$ cat src/rtl/rand_pkg.sv
// Shared definitions for the 8-bit random-number datapath: LFSR width,
// feedback taps, controller state encoding and the LFSR next-value function.
package rand_pkg;

  localparam int LFSR_W = 8;

  // Taps at bits 4, 3, 2 and 0; the XOR of these bits shifts in at the MSB.
  localparam logic [LFSR_W-1:0] TAP_MASK = 8'b0001_1101;

  typedef enum logic [1:0] {
    ST_IDLE     = 2'd0,
    ST_LOAD     = 2'd1,
    ST_GEN      = 2'd2,
    ST_WAIT_ACK = 2'd3
  } state_e;

  function automatic logic [LFSR_W-1:0] lfsr_next(input logic [LFSR_W-1:0] s);
    return {^(s & TAP_MASK), s[LFSR_W-1:1]};
  endfunction

endpackage

$ cat src/rtl/lfsr8_en.sv
// 8-bit right-shift LFSR with a synchronous load and a step enable.
// Load takes precedence over step; the register holds otherwise.
module lfsr8_en
  import rand_pkg::*;
#(
  parameter logic [LFSR_W-1:0] RESET_VAL = 8'h01
) (
  input  logic              clk,
  input  logic              reset,
  input  logic              load,
  input  logic [LFSR_W-1:0] load_val,
  input  logic              step,
  output logic [LFSR_W-1:0] q
);

  always_ff @(posedge clk or negedge reset) begin
    if (!reset) begin
      q <= RESET_VAL;
    end else if (load) begin
      q <= load_val;
    end else if (step) begin
      q <= lfsr_next(q);
    end
  end

endmodule

$ cat src/rtl/lfsr_step_ctrl.sv
// Sequencing controller: seeds and steps the LFSR on request or on a periodic
// tick, and presents each new value through a valid/ready handshake.
module lfsr_step_ctrl
  import rand_pkg::*;
#(
  parameter int          DIV_W        = 16,
  parameter logic [7:0]  DEFAULT_SEED = 8'h01
) (
  input  logic             clk,
  input  logic             reset,
  input  logic [7:0]       seed_in,
  input  logic             load,
  input  logic             step_req,
  output logic             step_ack,
  input  logic             run,
  input  logic [DIV_W-1:0] div,
  output logic [7:0]       rand_out,
  output logic             out_valid,
  input  logic             out_ready,
  output logic [3:0]       hex_hi,
  output logic [3:0]       hex_lo,
  output logic             busy,
  output logic             overrun,
  output logic             zero_fix,
  output logic [1:0]       state_dbg
);

  // Handshake: out_valid is high exactly while in WAIT_ACK and rand_out is
  // frozen there; a value is consumed on an edge where out_valid and
  // out_ready are both high, unless load arrives on that same edge.

  state_e             state;
  state_e             state_nxt;
  logic [7:0]         seed_q;
  logic [DIV_W-1:0]   count;
  logic               tick;
  logic               lfsr_load;
  logic               lfsr_step;
  logic [7:0]         load_val;
  logic [LFSR_W-1:0]  lfsr_q;

  assign tick      = run && (count == div);
  assign lfsr_load = (state == ST_LOAD);
  assign lfsr_step = (state == ST_GEN);
  assign load_val  = (seed_q == 8'h00) ? DEFAULT_SEED : seed_q;

  lfsr8_en #(
    .RESET_VAL(DEFAULT_SEED)
  ) u_lfsr (
    .clk     (clk),
    .reset   (reset),
    .load    (lfsr_load),
    .load_val(load_val),
    .step    (lfsr_step),
    .q       (lfsr_q)
  );

  always_comb begin
    state_nxt = state;
    if (load) begin
      state_nxt = ST_LOAD;
    end else begin
      case (state)
        ST_IDLE:     if (step_req || tick) state_nxt = ST_GEN;
        ST_LOAD:     state_nxt = ST_IDLE;
        ST_GEN:      state_nxt = ST_WAIT_ACK;
        ST_WAIT_ACK: if (out_ready) state_nxt = ST_IDLE;
        default:     state_nxt = ST_IDLE;
      endcase
    end
  end

  always_ff @(posedge clk or negedge reset) begin
    if (!reset) begin
      state    <= ST_IDLE;
      seed_q   <= 8'h00;
      step_ack <= 1'b0;
      zero_fix <= 1'b0;
    end else begin
      state    <= state_nxt;
      step_ack <= !load && (state == ST_IDLE) && step_req;
      zero_fix <= lfsr_load && (seed_q == 8'h00);
      if (load) begin
        seed_q <= seed_in;
      end
    end
  end

  // Comparing with == only: if div shrinks below count, the counter runs on
  // to all-ones and wraps naturally before matching again.
  always_ff @(posedge clk or negedge reset) begin
    if (!reset) begin
      count <= '0;
    end else if (!run || load) begin
      count <= '0;
    end else if (count == div) begin
      count <= '0;
    end else begin
      count <= count + 1'b1;
    end
  end

  always_ff @(posedge clk or negedge reset) begin
    if (!reset) begin
      overrun <= 1'b0;
    end else if (load) begin
      overrun <= 1'b0;
    end else if (tick && (state != ST_IDLE)) begin
      overrun <= 1'b1;
    end
  end

  assign rand_out  = lfsr_q;
  assign hex_hi    = lfsr_q[7:4];
  assign hex_lo    = lfsr_q[3:0];
  assign out_valid = (state == ST_WAIT_ACK);
  assign busy      = (state != ST_IDLE);
  assign state_dbg = state;

endmodule

$ cat config.mk
export PLATFORM = sky130hd
export DESIGN_NAME = lfsr_step_ctrl
export DESIGN_NICKNAME = d
export VERILOG_FILES = /design/src/rtl/rand_pkg.sv /design/src/rtl/lfsr8_en.sv /design/src/rtl/lfsr_step_ctrl.sv
export SDC_FILE = /design/constraint.sdc
export NUM_CORES = 1
export LEC_CHECK = 0
export BUFFER_PORTS_ARGS = -buffer_cell sky130_fd_sc_hd__buf_2
export CAP_MARGIN = 0
export CORE_ASPECT_RATIO = 0.8
export CORE_MARGIN = 5
export CORE_UTILIZATION = 50
export CTS_CLUSTER_SIZE = 40
export DETAILED_ROUTE_END_ITERATION = 12
export MAX_ROUTING_LAYER = met4
export PLACE_DENSITY = 0.85
export SLEW_MARGIN = 20
export SYNTH_ARGS = -nofsm -noshare
export SYNTH_HDL_FRONTEND = slang
export SYNTH_SLANG_ARGS = --single-unit
$ cat constraint.sdc
create_clock -name clk -period 2.25 [get_ports clk]
set_input_delay 0.3375 -clock clk [delete_from_list [all_inputs] [get_ports clk]]
set_output_delay 0.3375 -clock clk [all_outputs]
set_load 0.005 [all_outputs]
==> metrics <==
RSZ-0062 raised after global routing=false; Reg area=927 µm²; Worst Setup SP=state_dbg[0]; Iter 0 DRT Violations=104; max-cap violations=0; via count=1610; IO Pins=53; routability cong.=0.881; Rel. slew slack=47.3%; Post-synth EDFFs=0; leakage=1.06 nW; Setup CP Type=reg -> reg; dominant synthesized flop cell=dfrtp_1; crit path launch type=register; GR peak layer=met2; PD cells=779 nW/µm²; Hold Fails Final Rpt=0; post-synthesis cell type count=35; Synth Net Count=233; final slew viol count=0; top cell type by total area after synthesis=dfrtp_1; vias per std cell=5.37; cts repair resizes=0; area of the multi-input gates=1050 µm²; CTS max path bufs=2; Layout fillers=359; Die W=82.3 µm; area of the mapped netlist=2090 µm²; share of cells above drive strength 1=31.3%; GRT Resource Usage Total=18.9%; die area=5590 µm²; antenna cells=0; Die Y=67.9 µm; reg2reg start=state_dbg[0]; global-route wire length before repair=7710 µm; Worst Setup End Kind=register; switching power=608 µW; WP data arrival=2.15 ns; starting density of the core=50.7%; Final setup viols=0; top-area cell type share of the netlist area=43.0%; # DRC=0; RR Endpoint=state_dbg[1]; Switching Share=32.1%; Hold Buf Count CTS=0; FF+latch count, synth=37; TritonCTS clock tree=built; H-tree depth=2; DR WL/cell=15.0 µm; number of antenna violations at the first check in global routing=0; input/output buffers=52; grt met2 use=27.8%; clock root buffer=clkbuf_8; setup_tns=0 ns; DRT Pass-1 Iters=4; Ys Warns=0; clock skew=0.00480 ns; met1 Use GR=25.9%; Cell Int Power=1.29 mW; sequential share of power=45.9%; Seq/Total Area, Yosys=44.3%; core region area=4130 µm²; Core Util, Final=59.0%; vias in the first global route=1600; Post-Syn Instances=196; Comb power frac=30.8%; reg-to-reg slack, setup=0.28 ns; Async S/R FF share, synth=100%; Worst VDD drop=0.385 mV; Fmax=0.507 GHz; WP data required=2.43 ns; critical-path maximum fanout=6; grt ovf=0; Reg clk slew, reported paths=0.07 ns; Post-DRT Antenna Nets=0; largest net degree at the start of global routing=38; clock sink count=37; synth top area cells=dfrtp_1, xnor2_1, mux2_2, ha_1, nor3_1; status=completed; CTS Buf Count=5; class of the worst hold path=in -> async; Worst-Margin Slew=0.790 ns; DRT Wirelength=4510 µm; Clock power frac=23.3%; worst-case reg-to-reg path depth=6; # rows=21; worst hold slack=0.134 ns; post-DP HPWL=3320 µm; worst-skew pair later-pin latency=0.29 ns; setup bufs post-CTS=0; grt met3 use=2.89%; fin crit period=1.97 ns; Avg Synthesized Cell Area=10.7 µm²; Layout area overhead=16.3%; Tcrit/Tclk final=87.7%; final net count=279
[sequential cells by signal, summed over array words and instances (netlist names)]
register,flops
count,16
seed_q,8
u_lfsr.q,8
state_dbg,2
overrun,1
step_ack,1
zero_fix,1
[power by group through the flow]
stage	combinational, mW	sequential, mW	clock, mW
6_report	0.584	0.869	0.441
5_1_grt	0.649	0.897	0.481
4_1_cts	0.589	0.871	0.449
3_5_place_dp	0.578	0.883	0
3_3_place_gp	0.572	0.875	0
2_1_floorplan	0.415	0.877	0
[cells by family after synthesis]
| group | synth area share, % |
|---|---|
| compound gates | 6.10 |
| mux | 9.21 |
| fa+ha+maj | 4.18 |
| simple gates | 17.1 |
| flops | 44.3 |
| xor+xnor | 13.4 |
| buf+inv | 5.74 |
[worst max-delay path: stages (launching register included)]
cell and delay, ns:
dfrtp_1 0.42, inv_1 0.19, ha_1 0.27, or3b_1 0.44
a21oi_1 0.19, a311oi_1 0.07, mux2_2 0.28
[layout make-up]
class	count	area share [%]
multi-input cells	136	43.0
flip-flops and latches	37	38.1
repair buffers	55	11.6
clock buffers	8	3.29
well taps	57	2.93
inverters	7	1.08
[through the flow]
step                setup slack, ns  instances  total power, mW  instance area [µm²]
global route                  0.120        300             2.03                 2430
floorplan                     0.459        196             1.29                 2090
finish                        0.277        300             1.89                 2430
CTS                           0.305        300             1.91                 2430
global placement              0.438        292             1.45                 2350
detailed placement            0.348        292             1.46                 2350
[routing by layer]
| layer | vias up | wire (µm) |
|---|---|---|
| met1 | 780 | 2030 |
| met2 | 49 | 2220 |
| met3 | 4 | 181 |
| met5 | - | 0 |
| li1 | 777 | - |
| met4 | 0 | 80 |
[cell usage after synthesis, drive strengths merged (2+ instances only)]
| library cell | number |
|---|---|
| nand4 | 9 |
| dfrtp | 36 |
| clkbuf | 4 |
| mux2 | 10 |
| nand3 | 3 |
| ha | 7 |
| inv | 7 |
| a311oi | 4 |
| buf | 12 |
| mux2i | 8 |
| nor4 | 6 |
| nand2 | 7 |
| a21oi | 10 |
| nor3 | 17 |
| nand2b | 2 |
| xnor2 | 29 |
| xor2 | 3 |
| nor2 | 9 |
[worst max-delay path by stage]
stage,slack [ns],cells after the start,end
CTS,0.31,6,state_dbg[1]
detailed placement,0.35,6,state_dbg[1]
finish,0.28,6,state_dbg[1]
global route,0.12,5,u_lfsr.q[0]
floorplan,0.46,5,state_dbg[1]
global placement,0.44,6,state_dbg[1]
[cells in the final DEF (no fill, tap or decap)]
cell type,Yosys,layout
o31ai_1,1,1
nand3b_1,1,1
xor2_1,3,3
and4_1,1,1
nor3_1,17,17
dfrtp_1,36,36
a22o_1,1,1
nand2_1,7,7
clkbuf_8,0,5
nor3b_1,1,1
a211oi_2,1,1
a311oi_1,4,4
mux2_2,10,10
buf_4,8,3
nand3_1,3,3
nor4_1,5,5
nor2_1,9,9
clkbuf_1,4,3
o21ai_0,1,1
nor4_4,1,1
nand2b_1,2,2
mux2i_1,8,8
o22a_1,1,1
buf_2,3,52
xnor2_1,29,29
or3b_1,1,1
nand4_4,1,1
nand4_1,8,8
and3_1,1,1
inv_1,7,7
or3_4,1,1
ha_1,7,7
or4_4,1,1
a21oi_1,10,10
dfstp_2,1,1
(Power assumes the default switching activity.)
